**config.mk**
```make
export PLATFORM = sky130hd
export DESIGN_NAME = systolic_array_ctrl
export DESIGN_NICKNAME = d
export VERILOG_FILES = /design/src/rtl/systolic_array_ctrl.sv
export SDC_FILE = /design/constraint.sdc
export NUM_CORES = 1
export LEC_CHECK = 0
export BUFFER_PORTS_ARGS = -buffer_cell sky130_fd_sc_hd__buf_4
export CAP_MARGIN = 10
export CORE_MARGIN = 2
export CORE_UTILIZATION = 55
export DETAILED_ROUTE_END_ITERATION = 8
export MAX_ROUTING_LAYER = met4
export PLACE_DENSITY = 0.84
export SYNTH_ARGS = -nofsm -noshare
export SYNTH_HDL_FRONTEND = slang
export SYNTH_SLANG_ARGS = --single-unit
```
**constraint.sdc**
```tcl
create_clock -name clk -period 2.7 [get_ports clk]
set_clock_uncertainty 0.15 [all_clocks]
set_input_delay 0.405 -clock clk [delete_from_list [all_inputs] [get_ports clk]]
set_output_delay 0.405 -clock clk [all_outputs]
set_load 0.01 [all_outputs]
```
**src/rtl/systolic_array_ctrl.sv**
```systemverilog
// systolic_array_ctrl: tile-job sequencer for a ROWS x COLS weight-stationary systolic array
//   clk, reset_n         clock, asynchronous active-low reset
//   i_start, i_num_vec   job request (sampled in IDLE) and activation vector count
//   o_busy, o_done       job in progress, one-cycle end-of-job pulse
//   o_wet_rd_*           weight SRAM read request (bottom row first)
//   o_act_rd_*           activation SRAM read request
//   o_pe_*               PE broadcast controls: weight clear, top-row select, MAC enable
//   o_act_valid          per-row skewed activation valid
//   o_out_valid          per-column result valid at the array bottom
module systolic_array_ctrl #(
    parameter int ROWS  = 4,
    parameter int COLS  = 4,
    parameter int VEC_W = 8
) (
    input  logic                    clk,
    input  logic                    reset_n,
    input  logic                    i_start,
    input  logic [VEC_W-1:0]        i_num_vec,
    output logic                    o_busy,
    output logic                    o_done,
    output logic                    o_wet_rd_en,
    output logic [$clog2(ROWS)-1:0] o_wet_rd_addr,
    output logic                    o_act_rd_en,
    output logic [VEC_W-1:0]        o_act_rd_addr,
    output logic                    o_pe_clear_weight,
    output logic                    o_pe_weight_sel,
    output logic                    o_pe_mac_enable,
    output logic [ROWS-1:0]         o_act_valid,
    output logic [COLS-1:0]         o_out_valid
);
    localparam int CW = $clog2(ROWS + COLS + 1);
    localparam int SL = ROWS + COLS;

    localparam logic [2:0] S_IDLE   = 3'd0;
    localparam logic [2:0] S_CLEAR  = 3'd1;
    localparam logic [2:0] S_LOAD_W = 3'd2;
    localparam logic [2:0] S_SETTLE = 3'd3;
    localparam logic [2:0] S_STREAM = 3'd4;
    localparam logic [2:0] S_DRAIN  = 3'd5;
    localparam logic [2:0] S_DONE   = 3'd6;

    logic [2:0]       r_state;
    logic [CW-1:0]    r_cnt;
    logic [VEC_W-1:0] r_vec_len;
    logic [VEC_W-1:0] r_vec_cnt;
    logic             r_wsel;
    logic [SL-1:0]    r_skew;
    logic             w_wet_en;
    logic             w_act_en;

    assign w_wet_en = r_state == S_LOAD_W;
    assign w_act_en = r_state == S_STREAM;

    always_ff @(posedge clk or negedge reset_n) begin
        if (!reset_n) begin
            r_state   <= S_IDLE;
            r_cnt     <= '0;
            r_vec_len <= '0;
            r_vec_cnt <= '0;
            r_wsel    <= 1'b0;
            r_skew    <= '0;
        end else begin
            // Select follows the read by one cycle so it lines up with returned weight data.
            r_wsel <= w_wet_en;
            // Bit 0 is the activation data-return cycle; bit j is that cycle delayed j more.
            r_skew <= {r_skew[SL-2:0], w_act_en};
            case (r_state)
                S_IDLE: begin
                    if (i_start) begin
                        r_state   <= S_CLEAR;
                        r_vec_len <= i_num_vec;
                    end
                end
                S_CLEAR: begin
                    r_state <= S_LOAD_W;
                    r_cnt   <= CW'(ROWS - 1);
                end
                S_LOAD_W: begin
                    if (r_cnt == '0) begin
                        r_state <= S_SETTLE;
                        r_cnt   <= CW'(ROWS - 1);
                    end else begin
                        r_cnt <= r_cnt - CW'(1);
                    end
                end
                S_SETTLE: begin
                    if (r_cnt == '0) begin
                        r_state   <= (r_vec_len != '0) ? S_STREAM : S_DONE;
                        r_vec_cnt <= r_vec_len;
                    end else begin
                        r_cnt <= r_cnt - CW'(1);
                    end
                end
                S_STREAM: begin
                    // Down-count to 1 so a full-scale vec_len never wraps the counter.
                    if (r_vec_cnt == VEC_W'(1)) begin
                        r_state <= S_DRAIN;
                        r_cnt   <= CW'(ROWS + COLS - 1);
                    end else begin
                        r_vec_cnt <= r_vec_cnt - VEC_W'(1);
                    end
                end
                S_DRAIN: begin
                    // The final drain cycle is the one carrying the last out_valid bit.
                    if (r_cnt == '0) begin
                        r_state <= S_DONE;
                    end else begin
                        r_cnt <= r_cnt - CW'(1);
                    end
                end
                S_DONE: r_state <= S_IDLE;
                default: r_state <= S_IDLE;
            endcase
        end
    end

    assign o_busy            = r_state != S_IDLE;
    assign o_done            = r_state == S_DONE;
    assign o_pe_clear_weight = r_state == S_CLEAR;
    assign o_wet_rd_en       = w_wet_en;
    // Counter runs ROWS-1 down to 0, so the bottom row is fetched first.
    assign o_wet_rd_addr     = w_wet_en ? r_cnt[$clog2(ROWS)-1:0] : '0;
    assign o_act_rd_en       = w_act_en;
    assign o_act_rd_addr     = w_act_en ? r_vec_len - r_vec_cnt : '0;
    assign o_pe_weight_sel   = r_wsel;
    assign o_act_valid       = r_skew[ROWS-1:0];
    assign o_out_valid       = r_skew[SL-1:ROWS];
    // Activations stream contiguously, so any live skew bit means MAC work is in flight.
    assign o_pe_mac_enable   = |r_skew;
endmodule
```
-- After elaboration in Yosys (flattened, before gate mapping)
Cells that the tools add are included.
- output and inout bits: 25
- flip-flop bits (word level): 32
- input port bits: 11
- logic and storage cells: 51
- add/subtract/negate cells: 3
- reduce and logical (&&, ||, !) cells: 12
- eq/ne operators: 14
- multiplexer cells: 16
- operator list (kind ; number):
    two-way mux 8 bit ; 3
    one-hot mux 3 bit (6 select lines) ; 1
    one-hot mux 4 bit (4 select lines) ; 1
    one-hot mux 8 bit (2 select lines) ; 1
    two-way mux 3 bit ; 5
    two-way mux 4 bit ; 3
    inequality test 2 bit (second input constant) ; 5
    equality test 3 bit (second input constant) ; 3
    equality test 8 x 1 -> 1 bit (second input constant) ; 1
    nonzero test 8 bit ; 1
    OR reduction 8 bit ; 1
    subtractor 8 x 1 -> 8 bit (second input constant) ; 1
    subtractor 8 bit ; 1
    equality test 3 x 2 -> 1 bit (second input constant) ; 2
    AND reduction 3 bit ; 2
    AND reduction 5 bit ; 1
    logical NOT 4 bit ; 1
    two-way mux 2 bit ; 2
    inequality test 2 x 1 -> 1 bit (second input constant) ; 2
    nonzero test 4 bit ; 1
    subtractor 4 x 1 -> 4 bit (second input constant) ; 1
    equality test 3 x 1 -> 1 bit (second input constant) ; 1
    logical NOT 3 bit ; 1
    nonzero test 3 bit ; 1
    other kinds (3) ; 3

-- Depth between registers and ports, before layout
- depth after elaboration: 4
- mapped depth: 9
- mapped depth without buffers: 9

-- Worst setup path before layout
No wires, ideal clock.
- path kind: reg-to-output
- from: register r_vec_cnt[1]
- to: output o_act_rd_addr[5]
- buffers on the path: 0
- arrival time: 1.733 ns
- slack: 0.412 ns
- cell stages (with the launch flop): 8
- required time: 2.145 ns
- cells stage by stage: dfrtp_1 inv_1 ha_1 nor2b_1 o31a_1 o21a_1 o21a_1 nor3_1
- word-level cells in the longest chain between the ends: 2
- ends and longest elaborated chain (what ; RTL line ; source):
    start, declared ; 45 ; logic [VEC_W-1:0] r_vec_cnt;
    start signal, assigned ; 89 ; r_vec_cnt <= r_vec_len;
    start signal, assigned ; 100 ; r_vec_cnt <= r_vec_cnt - VEC_W'(1);
    subtractor 8 bit ; 124 ; assign o_act_rd_addr = w_act_en ? r_vec_len - r_vec_cnt : '0;
    two-way mux 8 bit ; 124 ;
    end, declared ; 24 ; output logic [VEC_W-1:0] o_act_rd_addr,
No other way between the ends.

-- Worst setup path in the final report
- from: register r_vec_len[1]
- to: output o_act_rd_addr[5]
- word-level cells in the longest chain between the ends: 2
- ends and longest elaborated chain (what ; RTL line ; source):
    start, declared ; 44 ; logic [VEC_W-1:0] r_vec_len;
    start signal, assigned ; 71 ; r_vec_len <= i_num_vec;
    subtractor 8 bit ; 124 ;
    two-way mux 8 bit ; 124 ;
No other way between the ends.

==> flow_metrics.py <==
metrics = {
    "power": {
        "total_power_mw": 3.43,
        "power.density_mw_per_mm2": 1340,
        "leakage_nw": 1.18,
        "peakVddDrop_uv": 785,
    },
    "sta": {
        "fin_crit_sh_pct": 100,
        "whs_ns": 0.129,
        "maxSlewHeadroom_pct": 67.9,
        "tns_ns": -0.0207,
        "timing.final.setup_violations": 2,
        "min_period_ns": 2.71,
        "slew_violations": 0,
        "worst_slew_pin_slew_ns": 0.480,
        "fin_ws_ns": -0.0109,
        "rsz0062_at_grt": "yes",
        "fmax_mhz": 369,
        "hold_viol": 0,
    },
    "finish": {
        "n_antenna_cell": 0,
        "nFillCells": 241,
        "final_util_pct": 75.3,
        "final-instance-count-excl-fill": 309,
        "syn_to_final_growth_pct": 28.4,
        "fin_nets": 287,
        "drive_above_1_share_pct": 34.2,
        "stdcell_area_mm2": 0.00257,
    },
    "yosys": {
        "synth_seq_cells": 32,
        "synth_nets": 238,
        "synth_area_leader_cell": "dfrtp_1",
        "yosysTopAreaCellShare_pct": 40.0,
        "yosys_warnings": 0,
        "ys_types": 57,
        "postSynthCellCount": 213,
        "avgSynthCellArea_um2": 9.40,
        "yosysSeqAreaShare_pct": 40.0,
        "synth_edf_count": 0,
        "netlist_top_cells_count": "32 x dfrtp_1, 18 x nor2_1, 15 x inv_1",
        "synth_area_leaders": "dfrtp_1 40%, ha_1 8.1%, mux2_2 3.9%",
        "synth.most_common_cell": "dfrtp_1",
        "ys.flop_type": "dfrtp_1",
        "async_reset_ff_share_pct": 100,
        "netlist_area_mm2": 0.00200,
    },
    "worst_setup_path": {
        "cp_max_fo": 4,
        "cp-start-kind": "register",
        "critical_path.max_stage_delay_ns": 0.47,
        "reg2reg_slack_ns": 0.41,
        "arrival_ns": 2.16,
        "path_class": "register to output port",
        "crit_buf_inv": 1,
        "slowest_stage": "dfrtp_2",
        "path_cells": "ha_4, nor2b_1, o31a_1, o21a_1, o21a_1, nor3_2, buf_4",
        "cp-end-kind": "output port",
        "critPathTopFamily": "compound AO/OA/AOI/OAI gates",
        "crit_required_ns": 2.14,
        "cp_common_cell": "o21a_1",
    },
    "route": {
        "drtPass1Iterations": 4,
        "viasPerCell": 6.00,
        "detail_route.iter0.violations": 141,
        "drt-total-wl_um": 4870,
        "num_vias": 1853,
        "drtAntennaViolNets": 0,
        "route.detailed.drc": 0,
        "wl_per_cell_um": 15.8,
    },
    "floorplanning": {
        "fp.dieH_um": 64.3,
        "dieArea_mm2": 0.00414,
        "core_mm2": 0.00342,
        "initial_core_util_pct": 58.6,
        "rows": 21,
        "die_w_um": 64.3,
        "num_io_pins": 36,
    },
    "status": {
        "violations": "setup timing",
        "outcome": "finished, violations left",
    },
    "clock_tree": {
        "cts-buffers-inserted": 5,
        "h-tree-depth": 2,
        "cts_tree": "yes",
        "clock-sinks": 32,
        "clockRootBuffer": "clkbuf_4",
        "clk_pin_slew_ns": 0.10,
        "cts_buffer_depth": 2,
        "clock_latency_ns": 0.33,
    },
    "global_route": {
        "top_usage_layer": "met2",
        "grt_pass1_vias": 1728,
        "grt_use_total_pct": 25.4,
        "use_met2_pct": 38.8,
        "grt_pass1_wl_um": 8040,
        "grt_max_degree": 33,
        "overflow": 0,
        "antenna_found_initial": 0,
        "grtUsageMet1_pct": 34.3,
        "grtUsageMet3_pct": 5.28,
    },
    "worst_hold_path": {
        "worstHoldPathType": "input port to register",
    },
    "placed_design": {
        "io_buffers": 35,
        "gp_congestion": 0.873,
        "post-dp-hpwl_um": 3180,
        "preCtsSetupSlack_ns": 0.247,
        "postPlaceCellArea_mm2": 0.00232,
        "place_inst": 291,
    },
    "run": {
        "maxCapViolations": 0,
    },
}
[worst register-to-register path: cells and delay by family, from the launching register on]
| family | cells | cell delay, ns |
|---|---|---|
| AO/OA/AOI/OAI | 4 | 0.80 |
| flip-flops | 1 | 0.53 |
| AND/OR/NAND/NOR | 1 | 0.48 |
| buffers and inverters | 1 | 0.20 |
[kinds of logic (layout without fill, tap and decap cells)]
family | Yosys count | count (layout) | share of synthesized area [%]
buf+inv | 24 | 74 | 4.94
compound gates | 66 | 66 | 22.4
fa+ha+maj | 14 | 14 | 9.13
flops | 32 | 32 | 40.0
xor+xnor | 4 | 4 | 1.75
mux | 7 | 7 | 3.94
simple gates | 66 | 66 | 17.9
[state kept, by name, summed over array words and instances (netlist names)]
name / cells
r_state: 3
o_pe_weight_sel: 1
r_cnt: 4
r_vec_len: 8
r_skew: 8
r_vec_cnt: 8
[cells in the final DEF, fill, tap and decap left out, types with 2 or more instances in the layout]
master,n
a211oi_1,3
a21o_1,2
a21oi_1,10
a21oi_2,2
a22oi_1,3
a31oi_1,3
and2_1,2
and3_1,2
buf_4,49
clkbuf_4,5
clkbuf_8,2
dfrtp_1,31
ha_1,8
ha_2,2
ha_4,3
inv_1,11
inv_2,4
mux2_2,7
nand2_1,9
nand2b_1,2
nand3_1,2
nor2_1,18
nor3_1,8
nor3_2,2
nor4_1,5
o211ai_1,2
o21a_1,5
o21ai_0,14
o21ai_1,5
o22ai_1,2
o31ai_1,3
or3_1,2
xnor2_1,3
[final timing paths]
path,startpoint,endpoint,cells past startpoint
worst max-delay path,r_vec_len[1],o_act_rd_addr[5],7
worst min-delay path,i_num_vec[0],r_vec_len[0],3
worst max register to register,r_state[1],r_vec_cnt[3],6
worst min register to register,r_skew[4],r_skew[5],0
max in group asynchronous,reset_n,r_vec_len[1],2
min in group asynchronous,reset_n,r_skew[2],2
[power by group]
part           total (mW)  internal, mW  switching, mW
Clock               0.409         0.246          0.163
Sequential          0.911         0.677          0.233
Combinational        2.11         0.998           1.12
Total                3.43          1.92           1.51
[what timing repair did]
action,4_1_cts,5_1_grt
hold endpoints to repair,32,0
pin swaps,0,8
setup buffers,3,6
endpoints found under the setup margin,4,4
hold buffers,1,0
gates resized for setup,7,13
[final cells by class]
type,count,area [µm²],share of cell area (%)
clock buffers,7,65.1,2.53
clock inverters,1,30.0,1.17
inverters,16,60.1,2.34
multi-input cells,157,1180,45.8
flip-flops and latches,32,802,31.2
repair buffers,50,378,14.7
well taps,46,57.6,2.24
[metal layers]
layer	up-vias	wire length, µm
met5	-	0
met4	0	65
met3	9	336
met2	81	2370
met1	880	2100
li1	883	-
(Power assumes the default switching activity.)
